`src/rtl/fifo_uart_tx.sv`:
```
// UART transmitter fed from a registered-read FIFO; tx falls two cycles after the pop.
// One pop per frame, only while the line is idle; frames in flight always complete.
module fifo_uart_tx #(
    parameter int CLKS_PER_BIT = 16,
    parameter int PARITY       = 0,
    parameter int STOP_BITS    = 1
) (
    input  logic       clk,
    input  logic       rst,
    input  logic       enable,
    input  logic       fifo_empty,
    input  logic [7:0] fifo_data,
    output logic       fifo_rd_en,
    output logic       tx,
    output logic       busy,
    output logic       frame_done
);

    localparam int CNT_W = (CLKS_PER_BIT > 1) ? $clog2(CLKS_PER_BIT) : 1;
    localparam logic [CNT_W-1:0] CNT_LAST = CNT_W'(CLKS_PER_BIT - 1);
    localparam logic ODD_PARITY = (PARITY == 2);
    localparam logic HAS_PARITY = (PARITY != 0);
    localparam logic LAST_STOP  = (STOP_BITS == 2);

    typedef enum logic [2:0] {
        S_IDLE, S_FETCH, S_WAIT, S_START, S_DATA, S_PARITY, S_STOP
    } state_t;

    state_t           state;
    logic [CNT_W-1:0] baud_cnt;
    logic [2:0]       bit_idx;
    logic [7:0]       shift;
    logic             par_bit;
    logic             stop_idx;
    logic             bit_end;

    assign bit_end = (baud_cnt == CNT_LAST);

    always_ff @(posedge clk or posedge rst) begin
        if (rst) begin
            state      <= S_IDLE;
            baud_cnt   <= '0;
            bit_idx    <= '0;
            shift      <= '0;
            par_bit    <= 1'b0;
            stop_idx   <= 1'b0;
            tx         <= 1'b1;
            fifo_rd_en <= 1'b0;
            busy       <= 1'b0;
            frame_done <= 1'b0;
        end else begin
            fifo_rd_en <= 1'b0;
            frame_done <= 1'b0;
            case (state)
                S_IDLE: begin
                    baud_cnt <= '0;
                    bit_idx  <= '0;
                    stop_idx <= 1'b0;
                    tx       <= 1'b1;
                    if (enable && !fifo_empty) begin
                        state      <= S_FETCH;
                        fifo_rd_en <= 1'b1;
                        busy       <= 1'b1;
                    end
                end
                S_FETCH: state <= S_WAIT;
                S_WAIT: begin
                    // FIFO read data is valid only now, one cycle after the pop
                    shift    <= fifo_data;
                    par_bit  <= (^fifo_data) ^ ODD_PARITY;
                    baud_cnt <= '0;
                    tx       <= 1'b0;
                    state    <= S_START;
                end
                S_START: begin
                    if (bit_end) begin
                        baud_cnt <= '0;
                        bit_idx  <= '0;
                        tx       <= shift[0];
                        state    <= S_DATA;
                    end else begin
                        baud_cnt <= baud_cnt + CNT_W'(1);
                    end
                end
                S_DATA: begin
                    if (bit_end) begin
                        baud_cnt <= '0;
                        if (bit_idx == 3'd7) begin
                            if (HAS_PARITY) begin
                                tx    <= par_bit;
                                state <= S_PARITY;
                            end else begin
                                tx    <= 1'b1;
                                state <= S_STOP;
                            end
                        end else begin
                            bit_idx <= bit_idx + 3'd1;
                            shift   <= shift >> 1;
                            tx      <= shift[1];
                        end
                    end else begin
                        baud_cnt <= baud_cnt + CNT_W'(1);
                    end
                end
                S_PARITY: begin
                    if (bit_end) begin
                        baud_cnt <= '0;
                        tx       <= 1'b1;
                        state    <= S_STOP;
                    end else begin
                        baud_cnt <= baud_cnt + CNT_W'(1);
                    end
                end
                S_STOP: begin
                    if (bit_end) begin
                        baud_cnt <= '0;
                        if (stop_idx == LAST_STOP) begin
                            stop_idx   <= 1'b0;
                            busy       <= 1'b0;
                            frame_done <= 1'b1;
                            state      <= S_IDLE;
                        end else begin
                            stop_idx <= 1'b1;
                        end
                    end else begin
                        baud_cnt <= baud_cnt + CNT_W'(1);
                    end
                end
                default: state <= S_IDLE;
            endcase
        end
    end

endmodule

```
`config.mk`:
```
export PLATFORM = sky130hd
export DESIGN_NAME = fifo_uart_tx
export DESIGN_NICKNAME = d
export VERILOG_FILES = /design/src/rtl/fifo_uart_tx.sv
export SDC_FILE = /design/constraint.sdc
export NUM_CORES = 1
export LEC_CHECK = 0
export ABC_AREA = 1
export BUFFER_PORTS_ARGS = -buffer_cell sky130_fd_sc_hd__buf_2
export CORE_ASPECT_RATIO = 1.75
export CORE_MARGIN = 2
export CORE_UTILIZATION = 50
export DETAILED_ROUTE_END_ITERATION = 12
export GPL_TIMING_DRIVEN = 1
export PLACE_DENSITY = 0.71
export RECOVER_POWER = 50
export SLEW_MARGIN = 10
export SYNTH_ARGS = -nofsm -noshare
export SYNTH_HDL_FRONTEND = slang
export SYNTH_SLANG_ARGS = --single-unit
```
`constraint.sdc`:
```
create_clock -name clk -period 2.3 [get_ports clk]
set_input_delay 0.23 -clock clk [delete_from_list [all_inputs] [get_ports clk]]
set_output_delay 0.23 -clock clk [all_outputs]
set_load 0.005 [all_outputs]
```
==> out/results.tsv, run 1 <==
stage	metric	value	unit
pwr	p_leak	0.808	nW
critical_path	endpoint_kind	register	
timing	slew_viol_final	0	
timing	tightestPinTransition	0.861	ns
min_path	hold_path.class	primary input to asynchronous set/reset pin	
critical_path	cp_num_cells	6	
floorplan	fp-row-count	25	
critical_path	rr_startpoint	baud_cnt[0]$_DFFE_PP0P_	
layout	layout_commonest_cell	nand2_1	
synth	synth_compound_area_share	6.94	%
critical_path	cp.required	2.50	ns
synth	yosys_warnings	0	
layout	final_cell_mix	nand2_1 (68), dfrtp_1 (22), nand3_1 (17)	
grt	first_global_vias	1164	
status	status	finished, final reports clean	
floorplan	die_x	44.1	µm
pwr	p_total	0.000697	W
pwr	ir_drop	0.439	mV
route	routed_via_density	5.22	
synth	syn_nets	190	
grt	antenna_found_initial	0	
job	drv_cap	0	
layout	areaGrowthSynthToFinish	6.94	%
grt	grt_util_all_layers	18.7	%
synth	synth_fa_ha_area_share	2.67	%
synth	synthSimpleGateAreaFrac	38.6	%
timing	tns	0	ns
synth	syn-instance-count	175	
layout	antenna_cells	0	
clock_network	postCtsSetupBuffers	0	
timing	skew	0.00849	ns
critical_path	r2r-end	bit_idx[0]$_DFFE_PP0P_	
synth	ys.flop_type	dfrtp_1	
clock_network	cts_hold_buf	0	
clock_network	clk_latency	0.26	ns
placed_design	hpwl	2.11	mm
clock_network	path_clk_slew	0.08	ns
route	drc	0	
critical_path	worstPathArrival	1.81	ns
grt	grt_pass1_wl	4.62	mm
layout	nFillCells	260	
layout	multi_input_area	696	µm²
synth	synthesis.area	0.00141	mm²
clock_network	cts_tree	yes	
route	drt_iter0_markers	16	
synth	synth_enable_flop_cells	0	
route	drtPass1Iterations	4	
synth	avgSynthCellArea	8.04	µm²
synth	ys_seq_area_share	41.0	%
timing	slew_headroom	42.6	%
critical_path	criticalPathCategory	register to register	
synth	post_synth_xor_area_fraction	1.25	%
clock_network	cts_sinks	23	
clock_network	cts_buffers	3	
synth	async_flop_share	100	%
clock_network	cts.path.max_buffers	2	
placed_design	io_buffers	15	
critical_path	cp_slowest_cell	dfrtp_1	
critical_path	path_delay_family	simple AND/OR/NAND/NOR gates	
route	wire_per_inst	12.2	µm
clock_network	clockRootBuffer	clkbuf_8	
timing	setup_viol	0	
layout	seq_area	577	µm²
critical_path	cp_cell_sequence	ha_1 -> nand3_2 -> inv_1 -> nand4_1 -> or2_2 -> nand2_1	
route	vias	1128	
critical_path	rrSetupSlack	0.69	ns
clock_network	htreeDepth	1	
critical_path	critPathMaxFanout	12	
floorplan	die_area	0.00327	mm²
timing	fmax	0.621	GHz
placed_design	place.gp.congestion	0.823	
synth	synth.distinct_cells	26	
timing	hold_violations	0	
synth	synth_seq_cells	23	
floorplan	coreArea	0.00269	mm²
synth	synth_top_family_by_area	simple AND/OR/NAND/NOR gates	
pwr	power.density	463	mW/mm²
floorplan	ioPinCount	16	
clock_network	post_cts_resize_count	0	
layout	num-nets-final	205	
critical_path	cp_num_buf_inv	1	
timing	post-route-period-util	70.0	%
route	ant_nets	0	
timing	rsz0062_at_grt	false	
grt	gr-total-overflow	0	
floorplan	die-height	74.2	µm
timing	post-route-min-period	1.61	ns
critical_path	worst_setup_path_start_kind	register	
layout	drive_gt1_share	23.8	%
route	wl	2.64	mm
critical_path	rr_worst_depth	6	
synth	synth.mux.area_fraction	0	%
grt	grt_max_degree	24	
floorplan	initial_core_util	52.3	%
critical_path	cpPeakStageDelay	0.40	ns
## logic make-up after synthesis
family	after synthesis
XOR/XNOR	2
adder cells (fa/ha/maj)	3
AO/OA/AOI/OAI	15
AND/OR/NAND/NOR	109
buffers and inverters	23
flip-flops	23
## flip-flops by register name, indices dropped and copies added, names as in the netlist
register	count
shift	8
baud_cnt	4
bit_idx	3
state	3
busy	1
fifo_rd_en	1
frame_done	1
stop_idx	1
tx	1
## synth_stat cells (3+ instances only)
cell type | count | area, µm²
o21ai_2 | 4 | 35.0
nor2_1 | 3 | 11.3
o21ai_0 | 6 | 30.0
inv_1 | 14 | 52.6
ha_1 | 3 | 37.5
nand3_1 | 17 | 85.1
nand2_4 | 4 | 45.0
nor2_4 | 4 | 45.0
nand2_2 | 4 | 25.0
dfrtp_1 | 22 | 551
nand2_1 | 68 | 255
buf_6 | 5 | 56.3
## how the worst max path moves through the flow
| stage | endpoint | from | slack (ns) |
|---|---|---|---|
| after floorplan | shift[2]$_DFFE_PP0P_ | bit_idx[0]$_DFFE_PP0P_ | 0.99 |
| after global placement | bit_idx[0]$_DFFE_PP0P_ | baud_cnt[0]$_DFFE_PP0P_ | 0.76 |
| after detailed placement | bit_idx[0]$_DFFE_PP0P_ | baud_cnt[0]$_DFFE_PP0P_ | 0.72 |
| after CTS | bit_idx[0]$_DFFE_PP0P_ | baud_cnt[0]$_DFFE_PP0P_ | 0.69 |
| after global routing | bit_idx[0]$_DFFE_PP0P_ | baud_cnt[0]$_DFFE_PP0P_ | 0.60 |
| final | bit_idx[0]$_DFFE_PP0P_ | baud_cnt[0]$_DFFE_PP0P_ | 0.69 |
## stage by stage
| step | setup WS [ns] | instances | hold slack (ns) | instance area [µm²] | util [%] |
|---|---|---|---|---|---|
| after global placement | 0.760 | 212 | 0.446 | 1460 | 54.2 |
| after floorplan | 0.989 | 175 | 0.231 | 1410 | - |
| after detailed placement | 0.722 | 212 | 0.452 | 1460 | 54.2 |
| after global routing | 0.597 | 216 | 0.213 | 1500 | 55.9 |
| after CTS | 0.687 | 216 | 0.162 | 1500 | 55.9 |
| final | 0.691 | 216 | 0.132 | 1500 | 55.9 |
## power breakdown
| group | internal, W | switching, W | total, W |
|---|---|---|---|
| registers | 0.000413 | 0.00000446 | 0.000417 |
| clock network | 0.000124 | 0.000124 | 0.000247 |
| logic | 0.0000134 | 0.0000192 | 0.0000326 |
| total | 0.000550 | 0.000147 | 0.000697 |
## final cells by class
type / instances / share of cell area (%)
Timing Repair Buffer: 15 / 4.99
Clock buffer: 4 / 3.00
Multi-Input combinational cell: 129 / 46.3
Tap cell: 27 / 2.25
Inverter: 18 / 5.16
Sequential cell: 23 / 38.4
## per-layer routing
layer | vias to the layer above | global-route usage [%] | part of all wire (%)
met5 | - | 0 | 0
met2 | 17 | 35.5 | 56
met3 | 8 | 2.18 | 1.7
li1 | 580 | - | -
met1 | 523 | 19.5 | 39
met4 | 0 | 9.09 | 2.8
Note: power is estimated with default switching activity, not from simulation.
==> run 2: changes to the inputs <==
--- a/config.mk
+++ b/config.mk
@@ -5,14 +5,14 @@
 export SDC_FILE = /design/constraint.sdc
 export NUM_CORES = 1
 export LEC_CHECK = 0
-export ABC_AREA = 1
+export ABC_AREA = 0
 export BUFFER_PORTS_ARGS = -buffer_cell sky130_fd_sc_hd__buf_2
 export CORE_ASPECT_RATIO = 1.75
 export CORE_MARGIN = 2
 export CORE_UTILIZATION = 50
 export DETAILED_ROUTE_END_ITERATION = 12
 export GPL_TIMING_DRIVEN = 1
-export PLACE_DENSITY = 0.71
+export PLACE_DENSITY = 0.74
 export RECOVER_POWER = 50
 export SLEW_MARGIN = 10
 export SYNTH_ARGS = -nofsm -noshare
==> constraint.sdc (replaced) <==
create_clock -name clk -period 1.3 [get_ports clk]
set_input_delay 0.13 -clock clk [delete_from_list [all_inputs] [get_ports clk]]
set_output_delay 0.13 -clock clk [all_outputs]
set_load 0.005 [all_outputs]
==> run 2 against run 1 <==
Net effect: global-route usage up 5.5 points; fmax down 13%; the flow now finishes with violations (setup timing); flip-flop and latch count unchanged; clock power up 86%; critical path type unchanged; final area up 20%.
==> out/results.tsv, run 2 <==
stage	metric	value	unit	change
layout	largest_reg_flops	8		unchanged
critical_path	cp_slowest_cell	dfrtp_1		unchanged
layout	drive_gt1_share	50.0	%	was 23.8%
timing	timing.hold.ws	0.155	ns	was 0.132 ns
synth	synthMostInstantiatedCell	dfrtp_1		was nand2_1
clock_network	htreeDepth	1		unchanged
route	drt_iter0_markers	41		was 16
placed_design	post-place-ws	-0.549	ns	was 0.722 ns
floorplan	die_area	0.00313	mm²	was 0.00327 mm²
synth	synth.largest_area_cell	dfrtp_1		unchanged
layout	nFillCells	178		was 260
route	wire_per_inst	19.4	µm	was 12.2 µm
layout	antenna_cells	0		unchanged
timing	skew	0.00533	ns	was 0.00849 ns
pwr	ir_drop	0.527	mV	was 0.439 mV
floorplan	coreArea	0.00252	mm²	was 0.00269 mm²
layout	largestRegisters	shift (8), baud_cnt (4)		unchanged
placed_design	hpwl	2.26	mm	was 2.11 mm
synth	synthesis.area	0.00134	mm²	was 0.00141 mm²
timing	rsz0062_at_grt	true		was false
floorplan	die_x	43.2	µm	was 44.1 µm
clock_network	cts_buffers	3		unchanged
synth	async_flop_share	100	%	unchanged
critical_path	worst_setup_path_start_kind	register		unchanged
critical_path	cpPeakStageDelay	0.40	ns	about the same
status	violations	setup timing		
clock_network	cts.path.max_buffers	2		unchanged
timing	hold_violations	0		unchanged
timing	slew_viol_final	0		unchanged
synth	yosys_warnings	0		unchanged
critical_path	cp_num_cells	6		unchanged
synth	ys_seq_area_share	43.0	%	was 41.0%
grt	grt_util_all_layers	24.2	%	was 18.7%
status	status	finished with violations		was finished, final reports clean
placed_design	placed_cells	171		was 212
synth	ys.flop_type	dfrtp_1		unchanged
min_path	hold_path.class	primary input to register		was primary input to asynchronous set/reset pin
grt	grt_pass1_wl	5.74	mm	was 4.62 mm
critical_path	rr_startpoint	bit_idx[1]$_DFFE_PP0P_		was baud_cnt[0]$_DFFE_PP0P_
timing	post-route-period-util	142	%	was 70.0%
grt	first_global_vias	1197		was 1,164
timing	fmax	0.544	GHz	was 0.621 GHz
layout	final_cell_mix	dfrtp_1 (22), buf_2 (15), buf_4 (15)		was nand2_1 (68), dfrtp_1 (22), nand3_1 (17)
clock_network	clk_latency	0.27	ns	was 0.26 ns
timing	tightestPinTransition	0.599	ns	was 0.861 ns
route	ant_nets	0		unchanged
floorplan	die-height	72.6	µm	was 74.2 µm
critical_path	cp-endpoint	shift[1]$_DFFE_PP0P_		was bit_idx[0]$_DFFE_PP0P_
placed_design	io_buffers	15		unchanged
critical_path	path_delay_family	flip-flops		was simple AND/OR/NAND/NOR gates
synth	avgSynthCellArea	11.2	µm²	was 8.04 µm²
critical_path	cp_cell_sequence	ha_2 -> ha_4 -> nand4b_1 -> o22ai_4 -> buf_12 -> mux2_4		was ha_1 -> nand3_2 -> inv_1 -> nand4_1 -> or2_2 -> nand2_1
critical_path	rr_worst_depth	6		unchanged
clock_network	cts_tree	yes		unchanged
layout	areaGrowthSynthToFinish	34.5	%	was 6.94%
min_path	holdPathStages	3		
layout	multi_input_area	826	µm²	was 696 µm²
placed_design	place.gp.congestion	0.756		was 0.823
pwr	p_total	0.00127	W	was 0.000697 W
job	drv_cap	0		unchanged
synth	syn_nets	135		was 190
layout	layout_commonest_cell	dfrtp_1		was nand2_1
pwr	p_leak	0.871	nW	was 0.808 nW
grt	antenna_found_initial	0		unchanged
critical_path	endpoint_kind	register		unchanged
timing	setup_viol	18		was 0
route	wl	3.45	mm	was 2.64 mm
clock_network	path_clk_slew	0.09	ns	was 0.08 ns
critical_path	worstPathArrival	2.00	ns	was 1.81 ns
pwr	power.density	706	mW/mm²	was 463 mW/mm²
critical_path	criticalPathCategory	register to register		unchanged
critical_path	rrSetupSlack	-0.54	ns	was 0.69 ns
synth	synth.distinct_cells	47		was 26
timing	post-route-min-period	1.84	ns	was 1.61 ns
clock_network	clockRootBuffer	clkbuf_8		unchanged
route	drc	0		unchanged
timing	layout_setup_ws	-0.540	ns	was 0.691 ns
critical_path	critPathMaxFanout	8		was 12
synth	synth_area_leaders	dfrtp_1 (41%), mux2_4 (8.9%), mux2_2 (5.0%)		was dfrtp_1 (39%), nand2_1 (18%), nand3_1 (6.0%)
synth	synthTopCellsByCount	dfrtp_1 (22), mux2_4 (8), nand2_1 (7), buf_2 (6), mux2_2 (6)		was nand2_1 (68), dfrtp_1 (22), nand3_1 (17), inv_1 (14), o21ai_0 (6)
floorplan	ioPinCount	16		unchanged
synth	synth_enable_flop_cells	0		unchanged
floorplan	fp-row-count	24		was 25
clock_network	cts_sinks	23		unchanged
synth	synth_seq_cells	23		unchanged
floorplan	initial_core_util	53.2	%	was 52.3%
synth	syn-instance-count	120		was 175
route	drtPass1Iterations	5		was 4
layout	fin_cells	178		was 216
critical_path	cp.required	1.46	ns	was 2.50 ns
synth	synth_top_area_share	41.0	%	was 39.1%
route	routed_via_density	6.34		was 5.22
layout	num-nets-final	168		was 205
route	vias	1128		unchanged
grt	grt_max_degree	29		was 24
layout	seq_area	577	µm²	unchanged
layout	top_register	shift		unchanged
critical_path	startpoint	bit_idx[1]$_DFFE_PP0P_		was baud_cnt[0]$_DFFE_PP0P_
grt	gr-total-overflow	0		unchanged
timing	slew_headroom	60.1	%	was 42.6%
critical_path	r2r-end	shift[1]$_DFFE_PP0P_		was bit_idx[0]$_DFFE_PP0P_
critical_path	cp_num_buf_inv	1		unchanged
## run 2: cell types whose count changed in the layout (fill, tap and decap cells not counted), sizes merged, moves of 3 or more
cell	change
nand3	-17
nand2	-69
o22ai	+4
nor2	-8
mux2	+14
a32o	+5
buf	+20
a21oi	+4
inv	-13
nand2b	+3
o21ai	-9
nand3b	+3
## run 2: metal layers
metal | share of wire, % | vias to the layer above | wire length (µm) | track usage (%)
met2 | 54 | 39 | 1870 | 43.3
li1 | - | 515 | - | -
met1 | 38 | 562 | 1320 | 28.7
met4 | 3.8 | 0 | 131 | 10.1
met5 | 0 | - | 0 | 0
met3 | 3.8 | 12 | 132 | 2.49
## run 2: cell type report
type	count	share of cell area, %
Multi-Input combinational cell	83	45.7
Sequential cell	23	31.9
Timing Repair Buffer	38	17.1
Clock buffer	3	2.29
Tap cell	26	1.80
Inverter	4	0.832
Clock inverter	1	0.277
## run 2: kinds of logic (layout without fill, tap and decap cells)
group | Yosys count | in the layout | synth area share [%]
AOI/OAI and AO/OA | 30 | 30 | 17.8
adders and majority gates | 3 | 3 | 2.80
and+or+nand+nor | 33 | 33 | 15.3
xor gates and xnor gates | 1 | 1 | 0.652
DFF | 23 | 23 | 43.0
buffers and inverters | 14 | 46 | 5.03
muxes | 16 | 16 | 15.5
## run 2: how the worst min path moves through the flow
| stage | startpoint | endpoint | slack [ns] |
|---|---|---|---|
| detailed placement | rst | fifo_rd_en$_DFF_PP0_ | 0.19 |
| floorplan | rst | baud_cnt[0]$_DFFE_PP0P_ | 0.13 |
| CTS | enable | fifo_rd_en$_DFF_PP0_ | 0.15 |
| global route | fifo_data[7] | shift[7]$_DFFE_PP0P_ | 0.17 |
| finish | fifo_data[7] | shift[7]$_DFFE_PP0P_ | 0.16 |
| global placement | rst | frame_done$_DFF_PP0_ | 0.18 |
## run 2: where the power goes
part	internal [W]	switching, W
clock network	0.000215	0.000246
logic	0.0000463	0.0000308
registers	0.000728	0.00000976
## run 2: repair_timing
action,in CTS,in global routing
gates cloned,0,1
resized for setup,14,12
hold buffers,1,0
buffers inserted,1,1
pin swaps,3,4
endpoints found under the setup margin,20,21
endpoints found under the hold margin,22,0
## run 2: worst reg2reg max path: stages, from the launching register on
cell and delay [ns]:
dfrtp_1 0.40, ha_2 0.20, ha_4 0.16, nand4b_1 0.28, o22ai_4 0.24, buf_12 0.15
mux2_4 0.30
## run 2: stage by stage
stage / util (%) / instance area, µm² / setup TNS (ns)
finish: 71.6 / 1810 / -6.28
global route: 71.6 / 1810 / -7.88
CTS: 68.9 / 1740 / -6.22
detailed placement: 63.9 / 1610 / -6.52
global placement: 63.9 / 1610 / -4.89
floorplan: - / 1410 / -5.23
==> run 3: changes to the inputs <==
--- a/config.mk
+++ b/config.mk
@@ -9,11 +9,12 @@
 export BUFFER_PORTS_ARGS = -buffer_cell sky130_fd_sc_hd__buf_2
 export CORE_ASPECT_RATIO = 1.75
 export CORE_MARGIN = 2
-export CORE_UTILIZATION = 50
+export CORE_UTILIZATION = 51
 export DETAILED_ROUTE_END_ITERATION = 12
 export GPL_TIMING_DRIVEN = 1
-export PLACE_DENSITY = 0.74
+export PLACE_DENSITY = 0.75
 export RECOVER_POWER = 50
+export SETUP_SLACK_MARGIN = 0.15
 export SLEW_MARGIN = 10
 export SYNTH_ARGS = -nofsm -noshare
 export SYNTH_HDL_FRONTEND = slang
==> run 3 against run 2 <==
Net effect: the flow still finishes with violations (setup timing); core utilization rose by 0.11 points; setup slack got worse by 0.039 ns; fmax decreased by 2.1%; clock skew down 0.0022 ns; die area fell by 1.8%; critical path depth is 1 higher; highest routed layer unchanged.
==> out/results.tsv, run 3 (synthesized netlist as in run 2, its figures left out) <==
stage	metric	value	unit	change
status	status	finished with violations		unchanged
status	violations	setup timing		unchanged
critical_path	worst_setup_path_start_kind	register		unchanged
critical_path	cp_slowest_cell	dfrtp_1		unchanged
critical_path	cp_num_cells	7		was 6
critical_path	criticalPathCategory	register to register		unchanged
layout	top_register	shift		unchanged
floorplan	die_x	42.8	µm	was 43.2 µm
route	wire_per_inst	18.3	µm	was 19.4 µm
route	drtPass1Iterations	4		was 5
timing	post-route-min-period	1.88	ns	was 1.84 ns
critical_path	cpPeakStageDelay	0.39	ns	was 0.40 ns
critical_path	cp_cell_sequence	ha_2 -> ha_4 -> nand4b_1 -> buf_4 -> o22ai_4 -> buf_12 -> mux2_4		was ha_2 -> ha_4 -> nand4b_1 -> o22ai_4 -> buf_12 -> mux2_4
route	wl	3.27	mm	was 3.45 mm
clock_network	cts_sinks	23		unchanged
grt	grt_pass1_wl	5.40	mm	was 5.74 mm
layout	drive_gt1_share	48.4	%	was 50.0%
floorplan	die-height	71.9	µm	was 72.6 µm
critical_path	endpoint_kind	register		unchanged
clock_network	clk_latency	0.27	ns	about the same
layout	final_cell_mix	dfrtp_1 (22), buf_2 (15), mux2_4 (14), buf_4 (14)		was dfrtp_1 (22), buf_2 (15), buf_4 (15)
critical_path	cp.required	1.46	ns	about the same
grt	gr-total-overflow	0		unchanged
clock_network	clockRootBuffer	clkbuf_8		unchanged
placed_design	io_buffers	15		unchanged
route	drt_iter0_markers	36		was 41
timing	tns	-6.89	ns	was -6.28 ns
clock_network	cts.path.max_buffers	2		unchanged
layout	layout_commonest_cell	dfrtp_1		unchanged
floorplan	fp-row-count	24		unchanged
min_path	hold_path.class	primary input to register		unchanged
timing	layout_setup_ws	-0.579	ns	was -0.540 ns
clock_network	cts_buffers	3		unchanged
critical_path	critPathMaxFanout	8		unchanged
grt	first_global_vias	1206		was 1,197
pwr	power.density	703	mW/mm²	was 706 mW/mm²
grt	antenna_found_initial	0		unchanged
floorplan	initial_core_util	53.9	%	was 53.2%
floorplan	ioPinCount	16		unchanged
layout	antenna_cells	0		unchanged
grt	grt_max_degree	29		unchanged
layout	areaGrowthSynthToFinish	33.1	%	was 34.5%
timing	timing.hold.ws	0.166	ns	was 0.155 ns
layout	largestRegisters	shift (8), baud_cnt (4)		unchanged
grt	grt_util_all_layers	23.5	%	was 24.2%
route	ant_nets	0		unchanged
timing	skew	0.00311	ns	was 0.00533 ns
placed_design	hpwl	2.28	mm	was 2.26 mm
layout	post-route-util	71.7	%	was 71.6%
timing	setup_viol	17		was 18
clock_network	htreeDepth	1		unchanged
route	routed_via_density	6.32		was 6.34
timing	fmax	0.532	GHz	was 0.544 GHz
placed_design	placed_cells	170		was 171
job	drv_cap	0		unchanged
critical_path	cp_num_buf_inv	2		was 1
timing	tightestPinTransition	0.394	ns	was 0.599 ns
critical_path	rrSetupSlack	-0.58	ns	was -0.54 ns
timing	slew_viol_final	0		unchanged
route	vias	1132		was 1,128
layout	num-nets-final	169		was 168
critical_path	worstPathArrival	2.04	ns	was 2.00 ns
critical_path	path_delay_family	flip-flops		unchanged
timing	post-route-period-util	145	%	was 142%
layout	largest_reg_flops	8		unchanged
placed_design	place.gp.congestion	0.787		was 0.756
timing	rsz0062_at_grt	true		unchanged
critical_path	rr_worst_depth	7		was 6
floorplan	coreArea	0.00249	mm²	was 0.00252 mm²
min_path	holdPathStages	3		unchanged
pwr	ir_drop	0.775	mV	was 0.527 mV
timing	hold_violations	0		unchanged
layout	fin_cells	179		was 178
floorplan	die_area	0.00307	mm²	was 0.00313 mm²
timing	slew_headroom	73.7	%	was 60.1%
clock_network	cts_tree	yes		unchanged
clock_network	path_clk_slew	0.08	ns	was 0.09 ns
placed_design	post-place-ws	-0.502	ns	was -0.549 ns
route	drc	0		unchanged
pwr	p_leak	0.859	nW	was 0.871 nW
==> run 3: through the flow <==
stage	total power [W]	area [µm²]
CTS	0.00126	1740
global route	0.00130	1790
floorplan	0.000792	1430
detailed placement	0.000825	1620
finish	0.00126	1790
global placement	0.000820	1620
==> run 3: per-layer routing <==
metal / GRT usage, % / part of all wire (%) / wire (µm) / up-vias
li1: - / - / - / 517
met1: 22.9 / 36 / 1170 / 567
met2: 45.3 / 58 / 1890 / 41
met3: 3.78 / 4.2 / 137 / 7
met4: 11.8 / 2.2 / 72 / 0
met5: 0 / 0 / 0 / -
==> run 3: worst paths after layout <==
path	end	from
worst max-delay path	shift[0]$_DFFE_PP0P_	bit_idx[0]$_DFFE_PP0P_
worst min-delay path	shift[7]$_DFFE_PP0P_	fifo_data[7]
worst max register to register	shift[0]$_DFFE_PP0P_	bit_idx[0]$_DFFE_PP0P_
worst min register to register	busy$_DFFE_PP0P_	busy$_DFFE_PP0P_
max in group asynchronous	tx$_DFFE_PP1P_	rst
min in group asynchronous	frame_done$_DFF_PP0_	rst
==> run 3: worst register-to-register path: cells and delay by family (launching register included) <==
family | cells | cell delay, ns
simple gates | 1 | 0.21
mux | 1 | 0.30
fa+ha+maj | 2 | 0.37
compound gates | 1 | 0.16
buf+inv | 2 | 0.33
flops | 1 | 0.39
==> run 3: power by group <==
part | switching [W] | leakage [nW] | internal, W | total, W
Combinational | 0.0000294 | 0.561 | 0.0000459 | 0.0000753
Clock | 0.000229 | 0.0255 | 0.000214 | 0.000444
Sequential | 0.00000883 | 0.272 | 0.000728 | 0.000736
Total | 0.000268 | 0.859 | 0.000988 | 0.00126
==> run 3: repair_timing <==
item | CTS | global route
hold buffers | 1 | 0
hold endpoints to repair | 22 | 0
endpoints found under the setup margin | 22 | 22
gates resized for setup | 14 | 7
buffers inserted | 1 | 3
pin swaps | 9 | 6
==> run 3: cell type report <==
type | count | area (µm²)
Clock buffer | 3 | 41.3
Inverter | 4 | 15.0
Fill cell | 189 | 706
Multi-Input combinational cell | 83 | 808
Clock inverter | 1 | 5.00
Timing Repair Buffer | 39 | 308
Sequential cell | 23 | 577
Tap cell | 26 | 32.5
